<file path="config.mk">
export PLATFORM = sky130hd
export DESIGN_NAME = present_nibble_ctrl
export DESIGN_NICKNAME = d
export VERILOG_FILES = /design/src/rtl/present_nibble_ctrl.sv
export SDC_FILE = /design/constraint.sdc
export NUM_CORES = 1
export LEC_CHECK = 0
export ABC_AREA = 1
export BUFFER_PORTS_ARGS = -buffer_cell sky130_fd_sc_hd__buf_2
export CAP_MARGIN = 20
export CORE_AREA = 2 2 149 151
export DETAILED_ROUTE_END_ITERATION = 12
export DIE_AREA = 0 0 151 153
export GPL_TIMING_DRIVEN = 0
export PLACE_DENSITY = 0.86
export SYNTH_ARGS = -nofsm -noshare
export SYNTH_HDL_FRONTEND = slang
export SYNTH_SLANG_ARGS = --single-unit
</file>
<file path="constraint.sdc">
create_clock -name Clk_ik -period 7.1 [get_ports Clk_ik]
set_clock_uncertainty 0.1 [all_clocks]
set_input_delay 1.065 -clock Clk_ik [delete_from_list [all_inputs] [get_ports Clk_ik]]
set_output_delay 1.065 -clock Clk_ik [all_outputs]
set_load 0.01 [all_outputs]
</file>
<file path="src/rtl/present_nibble_ctrl.sv">
// present_nibble_ctrl
//   Host-side sequencer for the serial PRESENT core over the 8-pin nibble bus.
//   It builds the plaintext and key a byte at a time from two nibble writes,
//   launches the core with a one-cycle start pulse and waits for completion.
//   It then latches the ciphertext and hands it back one byte per READ_NEXT.
//
// Ports
//   Clk_ik        in   1   system clock, one bus transaction per rising edge
//   Reset_ir      in   1   asynchronous reset, active-high
//   Addr_ib       in   2   00 none, 01 command, 10 InputData[3:0], 11 InputData[7:4]
//   Data_ib       in   4   bus write nibble (command code when Addr=01)
//   Data_ob       out  8   status for Addr 0x, OutputData for Addr 1x
//   PlainText_ob  out  64  plaintext to core
//   Key_ob        out  80  key to core
//   Start_o       out  1   one-cycle start pulse to core
//   CipherText_ib in   64  core result
//   Ready_i       in   1   core idle / result valid
//
// Optional feature (macro PRESENT_CTRL_TIMEOUT_EN)
//   A run watchdog aborts ARM/RUN after TIMEOUT_CYCLES cycles, setting the
//   sticky timeout and error flags. Without the macro the controller waits
//   indefinitely and status bit 6 always reads 0.

module present_nibble_ctrl #(
  parameter int TIMEOUT_CYCLES = 255
) (
  input  logic        Clk_ik,
  input  logic        Reset_ir,
  input  logic [1:0]  Addr_ib,
  input  logic [3:0]  Data_ib,
  output logic [7:0]  Data_ob,
  output logic [63:0] PlainText_ob,
  output logic [79:0] Key_ob,
  output logic        Start_o,
  input  logic [63:0] CipherText_ib,
  input  logic        Ready_i
);

  typedef enum logic [1:0] {S_IDLE, S_ARM, S_RUN, S_DONE} state_e;

  localparam logic [1:0] ADDR_CMD = 2'b01;
  localparam logic [1:0] ADDR_LO  = 2'b10;
  localparam logic [1:0] ADDR_HI  = 2'b11;

  localparam logic [3:0] CMD_LOAD_PT  = 4'h1;
  localparam logic [3:0] CMD_LOAD_KEY = 4'h2;
  localparam logic [3:0] CMD_START    = 4'h3;
  localparam logic [3:0] CMD_READ     = 4'h4;
  localparam logic [3:0] CMD_CLEAR    = 4'h5;

  state_e      state_q;
  logic [7:0]  in_q;
  logic [7:0]  out_q;
  logic [63:0] pt_q;
  logic [79:0] key_q;
  logic [63:0] ct_q;
  logic [3:0]  pt_cnt_q;
  logic [3:0]  key_cnt_q;
  logic        err_q;
  logic        to_q;
  logic        start_q;

  logic        cmd_d;
  logic        clear_d;
  logic        pt_full_d;
  logic        key_full_d;
  logic        busy_d;
  logic        expire_d;
  logic [63:0] ct_rot_d;
  logic [7:0]  status_d;

  assign cmd_d      = (Addr_ib == ADDR_CMD);
  assign clear_d    = cmd_d && (Data_ib == CMD_CLEAR);
  assign pt_full_d  = (pt_cnt_q == 4'd8);
  assign key_full_d = (key_cnt_q == 4'd10);
  assign busy_d     = (state_q == S_ARM) || (state_q == S_RUN);
  // Rotating rather than shifting keeps all 8 bytes, so reads wrap cleanly.
  assign ct_rot_d   = {ct_q[55:0], ct_q[63:56]};

`ifdef PRESENT_CTRL_TIMEOUT_EN
  localparam int CW_MIN = $clog2(TIMEOUT_CYCLES + 1);
  localparam int CW     = (CW_MIN < 8) ? 8 : CW_MIN;

  logic [CW-1:0] tcnt_q;

  // Held at zero outside a run, so the first ARM cycle always sees 0.
  always_ff @(posedge Clk_ik or posedge Reset_ir) begin
    if (Reset_ir)     tcnt_q <= '0;
    else if (!busy_d) tcnt_q <= '0;
    else              tcnt_q <= tcnt_q + CW'(1);
  end

  // Fires on the TIMEOUT_CYCLES-th cycle spent in ARM/RUN.
  assign expire_d = busy_d && (tcnt_q == CW'(TIMEOUT_CYCLES - 1));
`else
  logic unused_timeout;
  assign unused_timeout = (TIMEOUT_CYCLES != 0);
  assign expire_d       = 1'b0;
`endif

  always_comb begin
    status_d    = 8'h00;
    status_d[0] = (state_q == S_IDLE) || (state_q == S_DONE);
    status_d[1] = busy_d;
    status_d[2] = (state_q == S_DONE);
    status_d[3] = err_q;
    status_d[4] = pt_full_d;
    status_d[5] = key_full_d;
    status_d[6] = to_q;
  end

  assign Data_ob      = Addr_ib[1] ? out_q : status_d;
  assign PlainText_ob = pt_q;
  assign Key_ob       = key_q;
  assign Start_o      = start_q;

  always_ff @(posedge Clk_ik or posedge Reset_ir) begin
    if (Reset_ir) begin
      state_q   <= S_IDLE;
      in_q      <= '0;
      out_q     <= '0;
      pt_q      <= '0;
      key_q     <= '0;
      ct_q      <= '0;
      pt_cnt_q  <= '0;
      key_cnt_q <= '0;
      err_q     <= 1'b0;
      to_q      <= 1'b0;
      start_q   <= 1'b0;
    end else begin
      start_q <= 1'b0;

      if (Addr_ib == ADDR_LO) in_q[3:0] <= Data_ib;
      if (Addr_ib == ADDR_HI) in_q[7:4] <= Data_ib;

      // CLEAR outranks every FSM event, including a completing run.
      if (clear_d) begin
        state_q   <= S_IDLE;
        pt_cnt_q  <= '0;
        key_cnt_q <= '0;
        err_q     <= 1'b0;
        to_q      <= 1'b0;
        ct_q      <= '0;
        out_q     <= '0;
      end else begin
        case (state_q)
          S_IDLE, S_DONE: begin
            if (cmd_d) begin
              case (Data_ib)
                CMD_LOAD_PT: begin
                  pt_q <= {pt_q[55:0], in_q};
                  if (!pt_full_d) pt_cnt_q <= pt_cnt_q + 4'd1;
                end
                CMD_LOAD_KEY: begin
                  key_q <= {key_q[71:0], in_q};
                  if (!key_full_d) key_cnt_q <= key_cnt_q + 4'd1;
                end
                CMD_START: begin
                  if (pt_full_d && key_full_d) begin
                    state_q <= S_ARM;
                    start_q <= 1'b1;
                  end else begin
                    err_q <= 1'b1;
                  end
                end
                CMD_READ: begin
                  if (state_q == S_DONE) begin
                    ct_q  <= ct_rot_d;
                    out_q <= ct_rot_d[63:56];
                  end else begin
                    err_q <= 1'b1;
                  end
                end
                default: err_q <= 1'b1;
              endcase
            end
          end
          S_ARM, S_RUN: begin
            // Operands stay frozen during a run; any command but CLEAR is refused.
            if (cmd_d) err_q <= 1'b1;
            if (expire_d) begin
              to_q    <= 1'b1;
              err_q   <= 1'b1;
              state_q <= S_IDLE;
            end else if (state_q == S_ARM) begin
              // Ready dropping is the core's acknowledge of the start pulse.
              if (!Ready_i) state_q <= S_RUN;
            end else if (Ready_i) begin
              state_q <= S_DONE;
              ct_q    <= CipherText_ib;
              out_q   <= CipherText_ib[63:56];
            end
          end
          default: state_q <= S_IDLE;
        endcase
      end
    end
  end

endmodule
</file>
==> summary.txt <==
CTS
  – PostCTS Resize Cnt: 0
  – Number of buffers inserted during clock tree synthesis: 24
  – Worst skew pair latency: 0.51 ns
  – Root buffer cell: sky130_fd_sc_hd__clkbuf_16
  – CTS tree: yes
  – Post-CTS clock slew at the launch and capture registers of the worst setup and hold paths: 0.06 ns
  – Hold-fix buffers, CTS: 0
  – Maximum root-to-sink buffer count: 3
  – CTS H-Tree Depth: 1
  – Sink Count: 228
  – Post-CTS Setup Inserts: 0

Logic synthesis
  – Leading cell types by count after synthesis: sky130_fd_sc_hd__nand2_1, sky130_fd_sc_hd__dfrtp_1, sky130_fd_sc_hd__inv_1
  – Share of the synthesized area in the top cell type: 54.0%
  – Number of instances in the synthesized netlist: 1332
  – EDFF count, synth: 0
  – Synthesized Nets: 1412
  – Cell variety after synth: 29
  – Yosys reg bits: 228
  – Warnings, synthesis: 0
  – Sequential fraction of the synthesis area: 54.0%
  – Cell area after technology mapping: 0.0106 mm2
  – Top-count cell post-synth: sky130_fd_sc_hd__nand2_1
  – Ys async rst share: 100%
  – Leading cell types by total area after synthesis: sky130_fd_sc_hd__dfrtp_1, sky130_fd_sc_hd__nand2_1, sky130_fd_sc_hd__inv_1, sky130_fd_sc_hd__o21ai_0, sky130_fd_sc_hd__nand4_1
  – Post-Synthesis Mean Instance Area: 7.93 um2
  – Synth Flop Type: sky130_fd_sc_hd__dfrtp_1
  – Biggest area consumer among synthesized cells: sky130_fd_sc_hd__dfrtp_1

Worst setup path
  – Kind of end point of the critical path: primary output
  – Largest fanout on the critical path: 10
  – Startpoint class of the critical path: flop
  – Required time reported for the critical path endpoint: 5.93 ns
  – WP data arrival: 2.38 ns
  – Setup Crit Path Kind: flop to primary output

Pwr
  – Part of the total power dissipated in sequential elements: 34.3%
  – P_sw: 2.64 mW
  – Proportion of total power due to net switching: 42.6%
  – Leakage power figure: 7.71 nW
  – Maximum vdd drop: 0.294 mV
  – Power density cells: 478 mW/mm2
  – Internal power summed over all cells: 3.56 mW
  – Combinational share of power: 44.8%
  – Clock network power share: 20.9%

Finish
  – Nets: 1668
  – Fraction of layout cells with a size suffix above 1: 20.9%
  – Growth of design area from synthesis to finish: 22.7%
  – Antenna Cells: 0

Route
  – Count of unresolved DRC violations after routing: 0
  – Count of routing violations after the opening detailed-route iteration: 780
  – Met2 wire length: 14500 um
  – Total via count in the routed design: 9898
  – Detailed-router iteration count before antenna repair: 6
  – Detail-routed via count per cell: 5.25
  – Routed length on met3: 3010 um
  – Final wirelength: 30200 um
  – Average wire length per cell after detail routing: 16.0 um
  – Post-route antenna net violation count: 0
  – Top layer reached by signal wires: met5
  – Wl on met1: 11600 um

Placement
  – Post-detail-place hpwl: 21600 um
  – Count of buffers inserted at the top-level ports: 225
  – Routability-driven placement congestion ratio: 0.909
  – Setup WS pre-CTS: 3.92 ns

Die
  – Initial Util: 49.2%
  – Floorplan row count: 54
  – Core area: 0.0215 mm2
  – Overall die width: 151 um
  – Die Outline Area: 0.0231 mm2
  – Io pins: 226
  – Die Y: 153 um

Status
  – Run status: completed

STA
  – Hold violation total from the final report: 0
  – Setup Total Neg Slack: 0 ns
  – Number of max-slew violations in the final report: 0
  – Slew at the pin closest to its max-slew limit: 0.914 ns
  – Slack of the critical path: 3.55 ns
  – Final period util: 50.0%
  – Time the final worst path needs with I/O delays and setup: 3.55 ns
  – RSZ-0062 raised after global routing: false
  – Maximum operating frequency: 282 MHz
  – Relative slew margins: 39.0%
  – Endpoints failing setup: 0

Flow run
  – Max-Cap Viols: 0

GRT
  – Global-route wire length before repair: 48300 um
  – Number of global-route vias before repair: 9741
  – Number of antenna violations at the first check in global routing: 2
  – Largest net degree at the start of global routing: 45
  – Total gr overflow: 0
  – Combined global-route utilization of all metal layers: 25.8%

Worst hold path
  – Worst min-delay path category: flop to flop
==> registers in the layout (all words and copies together) (netlist names) <==
| name | flops |
|---|---|
| Key_ob | 80 |
| PlainText_ob | 64 |
| Start_o | 1 |
| ct_q | 56 |
| err_q | 1 |
| in_q | 8 |
| key_cnt_q | 4 |
| out_q | 8 |
| pt_cnt_q | 4 |
| state_q | 2 |
==> critical path: stages, from the launching register on <==
cell,delay (ns)
sky130_fd_sc_hd__dfrtp_1,0.38
sky130_fd_sc_hd__inv_1,0.07
sky130_fd_sc_hd__ha_1,0.34
sky130_fd_sc_hd__inv_2,0.21
sky130_fd_sc_hd__clkbuf_1,0.42
sky130_fd_sc_hd__nor2_1,0.11
sky130_fd_sc_hd__a21oi_1,0.17
sky130_fd_sc_hd__buf_2,0.17
==> logic make-up after synthesis <==
kind of cell	after synthesis	synth area share, %
flops	228	54.0
simple gates	718	27.8
fa+ha+maj	7	0.829
buf+inv	231	9.63
xor+xnor	1	0.0829
compound gates	139	6.85
mux	8	0.853
==> layer usage <==
layer,vias up,global-route usage (%)
li1,4655,-
met1,4673,31.3
met2,478,44.1
met3,88,6.45
met4,4,9.57
met5,-,0
==> worst paths after layout <==
| kind | start | to | slack (ns) | depth (start not counted) |
|---|---|---|---|---|
| max | state_q[0]$_DFFE_PP0P_ | Data_ob[1] | 3.55 | 7 |
| min | ct_q[11]$_DFFE_PP0P_ | ct_q[11]$_DFFE_PP0P_ | 0.37 | 2 |
| max reg2reg | state_q[0]$_DFFE_PP0P_ | Key_ob[52]$_DFFE_PP0P_ | 4.72 | 9 |
| min reg2reg | ct_q[11]$_DFFE_PP0P_ | ct_q[11]$_DFFE_PP0P_ | 0.37 | 2 |
| max in group asynchronous | Reset_ir | ct_q[8]$_DFFE_PP0P_ | 5.31 | 4 |
| min in group asynchronous | Reset_ir | ct_q[36]$_DFFE_PP0P_ | 0.65 | 2 |
==> placed cells by master, fill, tap and decap left out, types with 6 or more instances in the layout <==
cell type	count
sky130_fd_sc_hd__nand2_1	580
sky130_fd_sc_hd__buf_2	258
sky130_fd_sc_hd__dfrtp_1	228
sky130_fd_sc_hd__inv_1	145
sky130_fd_sc_hd__o21ai_0	85
sky130_fd_sc_hd__nand4_1	65
sky130_fd_sc_hd__nor2_1	47
sky130_fd_sc_hd__a21oi_1	35
sky130_fd_sc_hd__clkbuf_1	28
sky130_fd_sc_hd__clkbuf_16	25
sky130_fd_sc_hd__nand3_1	15
sky130_fd_sc_hd__buf_6	13
sky130_fd_sc_hd__o21ai_1	12
sky130_fd_sc_hd__mux2_1	8
sky130_fd_sc_hd__ha_1	7
sky130_fd_sc_hd__inv_2	6
sky130_fd_sc_hd__buf_1	6
==> per-stage QoR <==
step / cells / area (um2) / hold slack [ns] / power (mW) / util, %
floorplan: 1332 / 10600 / 0.342 / 3.95 / -
global placement: 1837 / 12000 / 0.353 / 4.74 / 56.1
detailed placement: 1842 / 12100 / 0.359 / 4.86 / 56.5
CTS: 1885 / 13000 / 0.374 / 6.20 / 60.3
global route: 1885 / 13000 / 0.388 / 6.68 / 60.3
finish: 1885 / 13000 / 0.370 / 6.19 / 60.3
==> power by group through the flow <==
| stage | clock (mW) | sequential (mW) | combinational, mW |
|---|---|---|---|
| after floorplan | 0 | 2.19 | 1.76 |
| after global placement | 0 | 2.10 | 2.65 |
| after detailed placement | 0 | 2.12 | 2.75 |
| after CTS | 1.31 | 2.11 | 2.77 |
| after global routing | 1.37 | 2.17 | 3.15 |
| final | 1.30 | 2.13 | 2.77 |
==> layout make-up <==
cell class | count | area, um2
Buffer | 79 | 447
Clock buffer | 34 | 709
Clock inverter | 9 | 109
Fill cell | 1804 | 8520
Inverter | 152 | 574
Multi-Input combinational cell | 873 | 3840
Sequential cell | 228 | 5710
Tap cell | 280 | 350
Timing Repair Buffer | 230 | 1230
Power figures use the tool's default switching activity.
